$ cat src/rtl/nibble_sel_pkg.sv
// Shared encodings and the compare rule used by every node of the
// min/max selector tree and by the peak-hold stage.
package nibble_sel_pkg;

    localparam logic MODE_MAX = 1'b0;
    localparam logic MODE_MIN = 1'b1;

    // Returns 1 when b strictly beats a under the given mode. Equal values
    // never beat, so ties stay with a (the lower lane, or the held peak).
    // Operands are zero-extended to 32 bits by the caller, so lanes up to
    // 32 bits wide compare correctly as unsigned values.
    function automatic logic sel_better(input logic [31:0] a,
                                        input logic [31:0] b,
                                        input logic        mode);
        if (mode == MODE_MAX) begin
            return b > a;
        end
        return b < a;
    endfunction

endpackage

$ cat src/rtl/nibble_select_node.sv
// One registered 2:1 compare node of the selector tree. Side a is always
// the lower-numbered half of the lanes, so keeping a on a tie gives the
// smallest winning index.
module nibble_select_node
    import nibble_sel_pkg::*;
#(
    parameter int WIDTH = 4,
    parameter int IDX_W = 3
) (
    input  logic             i_clk,
    input  logic             i_rst_n,
    input  logic             i_en,
    input  logic             i_a_valid,
    input  logic             i_a_mode,
    input  logic [WIDTH-1:0] i_a_data,
    input  logic [IDX_W-1:0] i_a_idx,
    input  logic             i_b_valid,
    input  logic             i_b_mode,
    input  logic [WIDTH-1:0] i_b_data,
    input  logic [IDX_W-1:0] i_b_idx,
    output logic             o_valid,
    output logic             o_mode,
    output logic [WIDTH-1:0] o_data,
    output logic [IDX_W-1:0] o_idx
);

    logic w_valid;
    logic w_mode;
    logic w_pick_b;

    // Both children always carry the same sample, so their valid/mode
    // agree; merging them keeps every child output in use.
    always_comb begin
        w_valid  = i_a_valid | i_b_valid;
        w_mode   = i_a_valid ? i_a_mode : i_b_mode;
        w_pick_b = sel_better(32'(i_a_data), 32'(i_b_data), w_mode);
    end

    // Stage register: frozen while the pipe is stalled.
    always_ff @(posedge i_clk or negedge i_rst_n) begin
        if (!i_rst_n) begin
            o_valid <= 1'b0;
            o_mode  <= MODE_MAX;
            o_data  <= '0;
            o_idx   <= '0;
        end else if (i_en) begin
            o_valid <= w_valid;
            o_mode  <= w_mode;
            o_data  <= w_pick_b ? i_b_data : i_a_data;
            o_idx   <= w_pick_b ? i_b_idx  : i_a_idx;
        end
    end

endmodule

$ cat src/rtl/nibble_select_tree.sv
// Pipelined min/max selector over N_IN lanes of WIDTH bits with an
// optional peak-hold on the output stage.
//
// Handshake: a sample moves in when IN_VALID & IN_READY, a result moves out
// when OUT_VALID & OUT_READY. IN_READY is low exactly when the output holds
// an unaccepted result; in that case every stage, including the output
// and peak registers, freezes (bubbles are not squeezed out).
module nibble_select_tree
    import nibble_sel_pkg::*;
#(
    parameter int WIDTH = 4,
    parameter int N_IN  = 8
) (
    input  logic                    CLK,
    input  logic                    RESET_L,
    input  logic                    IN_VALID,
    output logic                    IN_READY,
    input  logic [N_IN*WIDTH-1:0]   IN_DATA,
    input  logic                    MODE,
    input  logic                    PEAK_EN,
    input  logic                    PEAK_CLR,
    output logic                    OUT_VALID,
    input  logic                    OUT_READY,
    output logic [WIDTH-1:0]        OUT_DATA,
    output logic [$clog2(N_IN)-1:0] OUT_IDX
);

    localparam int LEVELS = $clog2(N_IN);

    logic              w_en;
    logic              w_load;
    logic              w_top_valid;
    logic              w_top_mode;
    logic [WIDTH-1:0]  w_top_data;
    logic [LEVELS-1:0] w_top_idx;
    logic              w_take_held;
    logic [WIDTH-1:0]  w_sel_data;
    logic [LEVELS-1:0] w_sel_idx;

    logic              r_out_valid;
    logic [WIDTH-1:0]  r_out_data;
    logic [LEVELS-1:0] r_out_idx;
    logic              r_peak_valid;
    logic [WIDTH-1:0]  r_peak_data;
    logic [LEVELS-1:0] r_peak_idx;

    // Tree: level l holds N_IN >> (l+1) nodes, each fed by node pair
    // (2k, 2k+1) of the level above, or by lane pair (2k, 2k+1) at level 0.
    for (genvar l = 0; l < LEVELS; l++) begin : g_lvl
        localparam int NN = N_IN >> (l + 1);
        logic [NN-1:0]        w_valid;
        logic [NN-1:0]        w_mode;
        logic [NN*WIDTH-1:0]  w_data;
        logic [NN*LEVELS-1:0] w_idx;

        for (genvar k = 0; k < NN; k++) begin : g_node
            if (l == 0) begin : g_leaf
                nibble_select_node #(.WIDTH(WIDTH), .IDX_W(LEVELS)) u_node (
                    .i_clk     (CLK),
                    .i_rst_n   (RESET_L),
                    .i_en      (w_en),
                    .i_a_valid (IN_VALID),
                    .i_a_mode  (MODE),
                    .i_a_data  (IN_DATA[(2*k)*WIDTH +: WIDTH]),
                    .i_a_idx   (LEVELS'(2*k)),
                    .i_b_valid (IN_VALID),
                    .i_b_mode  (MODE),
                    .i_b_data  (IN_DATA[(2*k+1)*WIDTH +: WIDTH]),
                    .i_b_idx   (LEVELS'(2*k+1)),
                    .o_valid   (w_valid[k]),
                    .o_mode    (w_mode[k]),
                    .o_data    (w_data[k*WIDTH +: WIDTH]),
                    .o_idx     (w_idx[k*LEVELS +: LEVELS])
                );
            end else begin : g_inner
                nibble_select_node #(.WIDTH(WIDTH), .IDX_W(LEVELS)) u_node (
                    .i_clk     (CLK),
                    .i_rst_n   (RESET_L),
                    .i_en      (w_en),
                    .i_a_valid (g_lvl[l-1].w_valid[2*k]),
                    .i_a_mode  (g_lvl[l-1].w_mode[2*k]),
                    .i_a_data  (g_lvl[l-1].w_data[(2*k)*WIDTH +: WIDTH]),
                    .i_a_idx   (g_lvl[l-1].w_idx[(2*k)*LEVELS +: LEVELS]),
                    .i_b_valid (g_lvl[l-1].w_valid[2*k+1]),
                    .i_b_mode  (g_lvl[l-1].w_mode[2*k+1]),
                    .i_b_data  (g_lvl[l-1].w_data[(2*k+1)*WIDTH +: WIDTH]),
                    .i_b_idx   (g_lvl[l-1].w_idx[(2*k+1)*LEVELS +: LEVELS]),
                    .o_valid   (w_valid[k]),
                    .o_mode    (w_mode[k]),
                    .o_data    (w_data[k*WIDTH +: WIDTH]),
                    .o_idx     (w_idx[k*LEVELS +: LEVELS])
                );
            end
        end
    end

    // Flow control and the peak-hold choice for the sample leaving the tree.
    // A same-cycle PEAK_CLR hides the held value, so the new sample wins.
    always_comb begin
        w_en        = ~(r_out_valid & ~OUT_READY);
        w_top_valid = g_lvl[LEVELS-1].w_valid[0];
        w_top_mode  = g_lvl[LEVELS-1].w_mode[0];
        w_top_data  = g_lvl[LEVELS-1].w_data[WIDTH-1:0];
        w_top_idx   = g_lvl[LEVELS-1].w_idx[LEVELS-1:0];
        w_load      = w_en & w_top_valid;
        w_take_held = PEAK_EN & r_peak_valid & ~PEAK_CLR &
                      ~sel_better(32'(r_peak_data), 32'(w_top_data), w_top_mode);
        w_sel_data  = w_take_held ? r_peak_data : w_top_data;
        w_sel_idx   = w_take_held ? r_peak_idx  : w_top_idx;
    end

    // Output register: valid follows the last tree stage when not stalled;
    // data/index change only when a real sample loads.
    always_ff @(posedge CLK or negedge RESET_L) begin
        if (!RESET_L) begin
            r_out_valid <= 1'b0;
            r_out_data  <= '0;
            r_out_idx   <= '0;
        end else if (w_en) begin
            r_out_valid <= w_top_valid;
            if (w_top_valid) begin
                r_out_data <= w_sel_data;
                r_out_idx  <= w_sel_idx;
            end
        end
    end

    // Peak register: clear first, then a peak-enabled load overwrites it.
    always_ff @(posedge CLK or negedge RESET_L) begin
        if (!RESET_L) begin
            r_peak_valid <= 1'b0;
            r_peak_data  <= '0;
            r_peak_idx   <= '0;
        end else begin
            if (PEAK_CLR) begin
                r_peak_valid <= 1'b0;
            end
            if (w_load && PEAK_EN) begin
                r_peak_valid <= 1'b1;
                r_peak_data  <= w_sel_data;
                r_peak_idx   <= w_sel_idx;
            end
        end
    end

    assign IN_READY  = w_en;
    assign OUT_VALID = r_out_valid;
    assign OUT_DATA  = r_out_data;
    assign OUT_IDX   = r_out_idx;

endmodule

$ cat config.mk
export PLATFORM = sky130hd
export DESIGN_NAME = nibble_select_tree
export DESIGN_NICKNAME = d
export VERILOG_FILES = /design/src/rtl/nibble_sel_pkg.sv /design/src/rtl/nibble_select_node.sv /design/src/rtl/nibble_select_tree.sv
export SDC_FILE = /design/constraint.sdc
export NUM_CORES = 1
export LEC_CHECK = 0
export CAP_MARGIN = 20
export CORE_MARGIN = 1.5
export CORE_UTILIZATION = 30
export CTS_BUF_LIST = sky130_fd_sc_hd__clkbuf_2
export DETAILED_ROUTE_END_ITERATION = 6
export PLACE_DENSITY_LB_ADDON = 0.05
export SLEW_MARGIN = 20
export SYNTH_ARGS = -nofsm -noshare
export SYNTH_HDL_FRONTEND = slang
export SYNTH_SLANG_ARGS = --single-unit
export TNS_END_PERCENT = 20
$ cat constraint.sdc
create_clock -name CLK -period 6.5 [get_ports CLK]
set_input_delay 1.3 -clock CLK [delete_from_list [all_inputs] [get_ports CLK]]
set_output_delay 1.3 -clock CLK [all_outputs]
set_load 0.005 [all_outputs]
* Word-level counts from Yosys, hierarchy flattened
Cells that the tools add are included.
** Operators by class
- Mux-type cells :: 26
- Reduce and logical (&&, ||, !) cells :: 3
- Bitwise operators :: 9
- $lt $le $gt $ge :: 16
** Operator list (count)
- 4-bit > comparator :: 8
- 4-bit < comparator :: 8
- 4-bit 2-to-1 mux :: 8
- 1-bit 2-to-1 mux :: 14
- 3-bit 2-to-1 mux :: 4
- 1-bit bitwise AND :: 5
- 1-bit inverter :: 4
- 2-bit AND reduction :: 1
- 2-bit nonzero test :: 1
- 1-bit logical AND :: 1
** Word-level totals
- Logic and storage cells :: 80
- Bits in registers :: 71

* Depth between registers and ports, before layout
- Word-level depth :: 6
- Mapped depth :: 8
- Gate-level depth less buffers :: 7

* Cells and area by module
A second synthesis with hierarchy kept.
** Unflattened totals
- Cells, all modules :: 537
- Area total of the unflattened synthesis :: 5127.4 um^2
** Modules (own cells, without submodules)
- nibble_select_node :: cells each 65, area each 611.8 um^2, instances 7
- nibble_select_tree :: cells each 82, area each 844.6 um^2, instances 1

* Worst setup path before layout
Ideal clock, no wire load.
- Path kind :: input to output
- Start point :: input OUT_READY
- End point :: output IN_READY
- Path buffers :: 2
- Arrival time :: 1.791 ns
- Stages on the path :: 4
- Path slack :: 3.409 ns
- Cell sequence :: nor2b_1 > buf_6 > inv_4 > clkbuf_1
** Between the ends
- Cells in the longest elaborated chain, start to end :: 3
** RTL lines
- start: declaration :: line nibble_select_tree.sv:23 : input logic OUT_READY,
- 1-bit inverter :: line nibble_select_tree.sv:100 : w_en = ~(r_out_valid & ~OUT_READY);
- 1-bit bitwise AND :: line nibble_select_tree.sv:100
- 1-bit inverter (no line)
- end: declaration :: line nibble_select_tree.sv:17 : output logic IN_READY,
Every way passes these cells.

* Final worst setup path
Ends and elaborated chain as after synthesis.

==> parameters.txt <==
Parameter                              Value

Clock network
  Hold buffers post-CTS ... 0
  Deepest level of the CTS H-tree ... 3
  TritonCTS sink count ... 63
  Total of cells resized after clock tree synthesis ... 0
  Clock-pin slew on the worst setup and hold paths ... between 0.15 and 0.2 ns
  Clock tree buffer depth ... 2
  CTS root buf ... clkbuf_2
  Later-pin clock latency in the skew report ... 0.52 ns
  Number of post-CTS setup repair buffers ... 0
  Number of CTS-inserted buffers ... 9
  TritonCTS clock tree ... done

Worst setup path
  CP Data Required Time ... 5.20 ns
  Startpoint-to-endpoint class of the critical path ... in2out
  Startpoint Class ... input pin
  Slack of the worst reg-to-reg path ... 4.26 ns
  Crit-path max FO ... 53
  R2R Path Start ... g_lvl[2].g_node[0].g_inner.u_node.o_data[1]
  Data arrival at the endpoint of the critical path ... 2.86 ns
  Worst setup EP type ... output pin
  Critical Path Source ... OUT_READY
  Last element of the critical path ... IN_READY
  Reg2Reg Capture Point ... r_peak_idx[1]
  Depth of the worst register-to-register path ... 6

Route
  Total vias in the final route ... 3,096
  WL/cell ... around 14 um
  First DRT Iteration DRCs ... between 150 and 200
  Total wire length ... between 8000 and 9000 um
  Count of unresolved DRC violations after routing ... 0
  Drt via density ... approximately 5.0
  Remaining number of nets flagged by the antenna check after routing ... 0
  Drt pass-1 iters ... 4

Pwr
  Clk network pwr share ... about 15%
  Leak pwr ... slightly above 2 nW
  Combinational cell fraction of total power ... between 40% and 50%
  Reg power frac ... a little over a third
  Switching power ... approximately 0.78 mW
  Peak supply drop ... 0.1138 mV
  Share of total power consumed by net switching ... 41.58%
  Internal power ... ~1.1 mW
  Power density normalized to cell area ... around 420 mW/mm2

Run status
  Result of the run ... finished, final reports clean

Die
  Floorplan core area ... about 0.012 mm2
  Effective utilization at floorplan ... a little under a third
  Total Die Area ... between 0.01 and 0.015 mm2
  FP Rows ... 40
  Die width ... approximately 110 um
  IO Count ... 48
  Height of the chip ... roughly 110 um

Synth
  Number of warnings printed during yosys synthesis ... 0
  Syn Area/Cell ... between 9 and 10 um2
  Fraction of the yosys area taken by sequential cells ... about 42%
  Number of different library cells in the post-synthesis netlist ... 34
  Fraction of synthesis flops using an asynchronous set or reset pin ... 100.0%
  Post-Synthesis Cells ... between 400 and 500
  Top post-synthesis cells by count ... 63 x dfrtp_1, 45 x o21ai_0, 40 x inv_1, 38 x a21oi_1, 32 x ha_1
  Dominant cell by count in the synthesized netlist ... dfrtp_1
  Yosys top cell by area ... dfrtp_1
  Fraction of post-synthesis cell area in the top cell type by area ... a little over two fifths
  Predominant post-synthesis flop cell ... dfrtp_1
  Number of nets produced by synthesis ... about 480
  Synth Register Bits ... between 60 and 70
  Post-synthesis instance area ... between 0.003 and 0.004 mm2
  Largest cells by area after synthesis ... dfrtp_1 42%, ha_1 11%, o21ai_0 6.0%
  Number of enable flip-flop cells after synthesis ... 0

Timing
  Setup Total Neg Slack ... 0 ns
  Slew Viols, Final ... 0
  Final period demand of the worst path ... approximately 4.2 ns
  Share of the clock period used by the worst path after layout ... a little under two thirds
  Layout Skew ... approximately 0.027 ns
  Count of endpoints failing setup in the final report ... 0
  Setup repair after global routing missed its margin ... false
  Worst Max-Slew Pin Slew ... 0.8265 ns
  Endpoints failing hold ... 0
  Max Freq ... ~240 MHz
  Slew Limit Headroom ... 44.90%

Final layout
  Final Net Count ... about 520
  Area overhead of the layout relative to synthesis ... 19.93%
  Layout cells sized above 1 ... 6.623%
  Antenna cell count ... 0
  FILL cells ... 1,266
  Utilization after layout ... 37.02%

Global routing
  Final global-route overflow total ... 0
  Maximum number of pins on one net before global-route repair ... between 60 and 70
  Global-route wire length before repair ... between 10,000 and 15,000 um
  Via count of the first global-routing pass ... just over 3,000
  GRT Overall Usage ... 14.10%
  Number of antenna violations at the first check in global routing ... 0

Min path
  Hold/Removal Path Class ... reg2reg

Job
  Max-cap violation count ... 0

Place
  Weighted congestion reported at the end of routability-driven placement ... approximately 0.74
  Total of buffers placed on input and output ports ... 47
  Placed wire-length estimate after detailed placement ... about 6000 um
## cell families (layout without fill, tap and decap cells)
logic type                 Yosys count  in the layout  synth area share (%)
adders and majority gates           32             32                 10.75
and+or+nand+nor                     85             85                 10.55
DFF                                 63             63                 42.34
buffers and inverters               61            106                 6.653
muxes                                7              7                 2.117
AOI/OAI and AO/OA                  160            160                 27.59
## power by group through the flow
stage	clock, mW	combinational, mW	sequential [mW]
floorplan	0	0.685	0.656
global placement	0	0.914	0.692
detailed placement	0	0.925	0.694
CTS	0.296	0.930	0.683
global route	0.308	1.05	0.709
finish	0.282	0.914	0.682
## worst max-delay path: stages
cell	delay, ns
clkdlybuf4s50_1	0.50
nor2b_4	0.06
inv_4	0.39
clkdlybuf4s50_1	0.60
## sequential cells by signal, indices dropped and copies added, names as in the netlist
register,count
OUT_DATA,4
OUT_IDX,3
OUT_VALID,1
g_lvl.g_node.g_inner.u_node.o_data,12
g_lvl.g_node.g_inner.u_node.o_idx,8
g_lvl.g_node.g_inner.u_node.o_mode,2
g_lvl.g_node.g_inner.u_node.o_valid,2
g_lvl.g_node.g_leaf.u_node.o_data,16
g_lvl.g_node.g_leaf.u_node.o_idx,5
g_lvl.g_node.g_leaf.u_node.o_mode,1
g_lvl.g_node.g_leaf.u_node.o_valid,1
r_peak_data,4
r_peak_idx,3
r_peak_valid,1
## cells in the final DEF, fill, tap and decap left out, drive strengths merged, types with 3 or more instances in the layout
cell type      count
a21oi             39
a22oi             15
a31oi             18
a41o               5
and3               7
buf                3
clkbuf            10
clkdlybuf4s50     46
dfrtp             63
ha                32
inv               41
mux2               7
nand2             27
nand2b             3
nor2              29
nor2b              9
nor3               3
o211ai             7
o21ai             46
o31a              22
## routing by layer
| metal | vias to the layer above | global-route usage [%] | routed length, um |
|---|---|---|---|
| met5 | - | 0 | 0 |
| met2 | 51 | 23.55 | 4012 |
| met4 | 0 | 6.917 | 164 |
| met3 | 15 | 2.065 | 210 |
| met1 | 1461 | 17.83 | 4148 |
| li1 | 1569 | - | - |
## worst min path at each step
| stage | start | to | slack, ns | depth (start not counted) |
|---|---|---|---|---|
| detailed placement | g_lvl[1].g_node[0].g_inner.u_node.o_valid | g_lvl[1].g_node[0].g_inner.u_node.o_valid | 0.46 | 2 |
| CTS | g_lvl[1].g_node[0].g_inner.u_node.o_valid | g_lvl[1].g_node[0].g_inner.u_node.o_valid | 0.50 | 2 |
| global placement | g_lvl[0].g_node[3].g_leaf.u_node.o_valid | g_lvl[0].g_node[3].g_leaf.u_node.o_valid | 0.45 | 2 |
| global route | g_lvl[0].g_node[3].g_leaf.u_node.o_idx[1] | g_lvl[0].g_node[3].g_leaf.u_node.o_idx[1] | 0.51 | 1 |
| floorplan | g_lvl[0].g_node[3].g_leaf.u_node.o_idx[1] | g_lvl[0].g_node[3].g_leaf.u_node.o_idx[1] | 0.43 | 1 |
| finish | g_lvl[0].g_node[3].g_leaf.u_node.o_valid | g_lvl[0].g_node[3].g_leaf.u_node.o_valid | 0.49 | 2 |
## final cells by class
cell class	count	area (um2)	area share [%]
sequential	63	1577	35.30
clock buffer	10	50.05	1.121
inverter	41	156.4	3.502
tap	168	210.2	4.707
clock inverter	6	85.08	1.905
timing repair buffer	49	480.5	10.76
multi-input combinational	284	1907	42.70
## through the flow
step           setup slack (ns)  total power, mW  cells  hold WS, ns  instance area, um2
4_1_cts                   2.299            1.909    621       0.4970                4466
3_3_place_gp              2.298            1.606    605       0.4523                4330
5_1_grt                   2.248            2.071    621       0.5078                4466
2_1_floorplan             3.409            1.342    408       0.4346                3724
6_report                  2.342            1.878    621       0.4890                4466
3_5_place_dp              2.300            1.618    605       0.4565                4330
No activity file was read; power rests on OpenSTA's default activity.
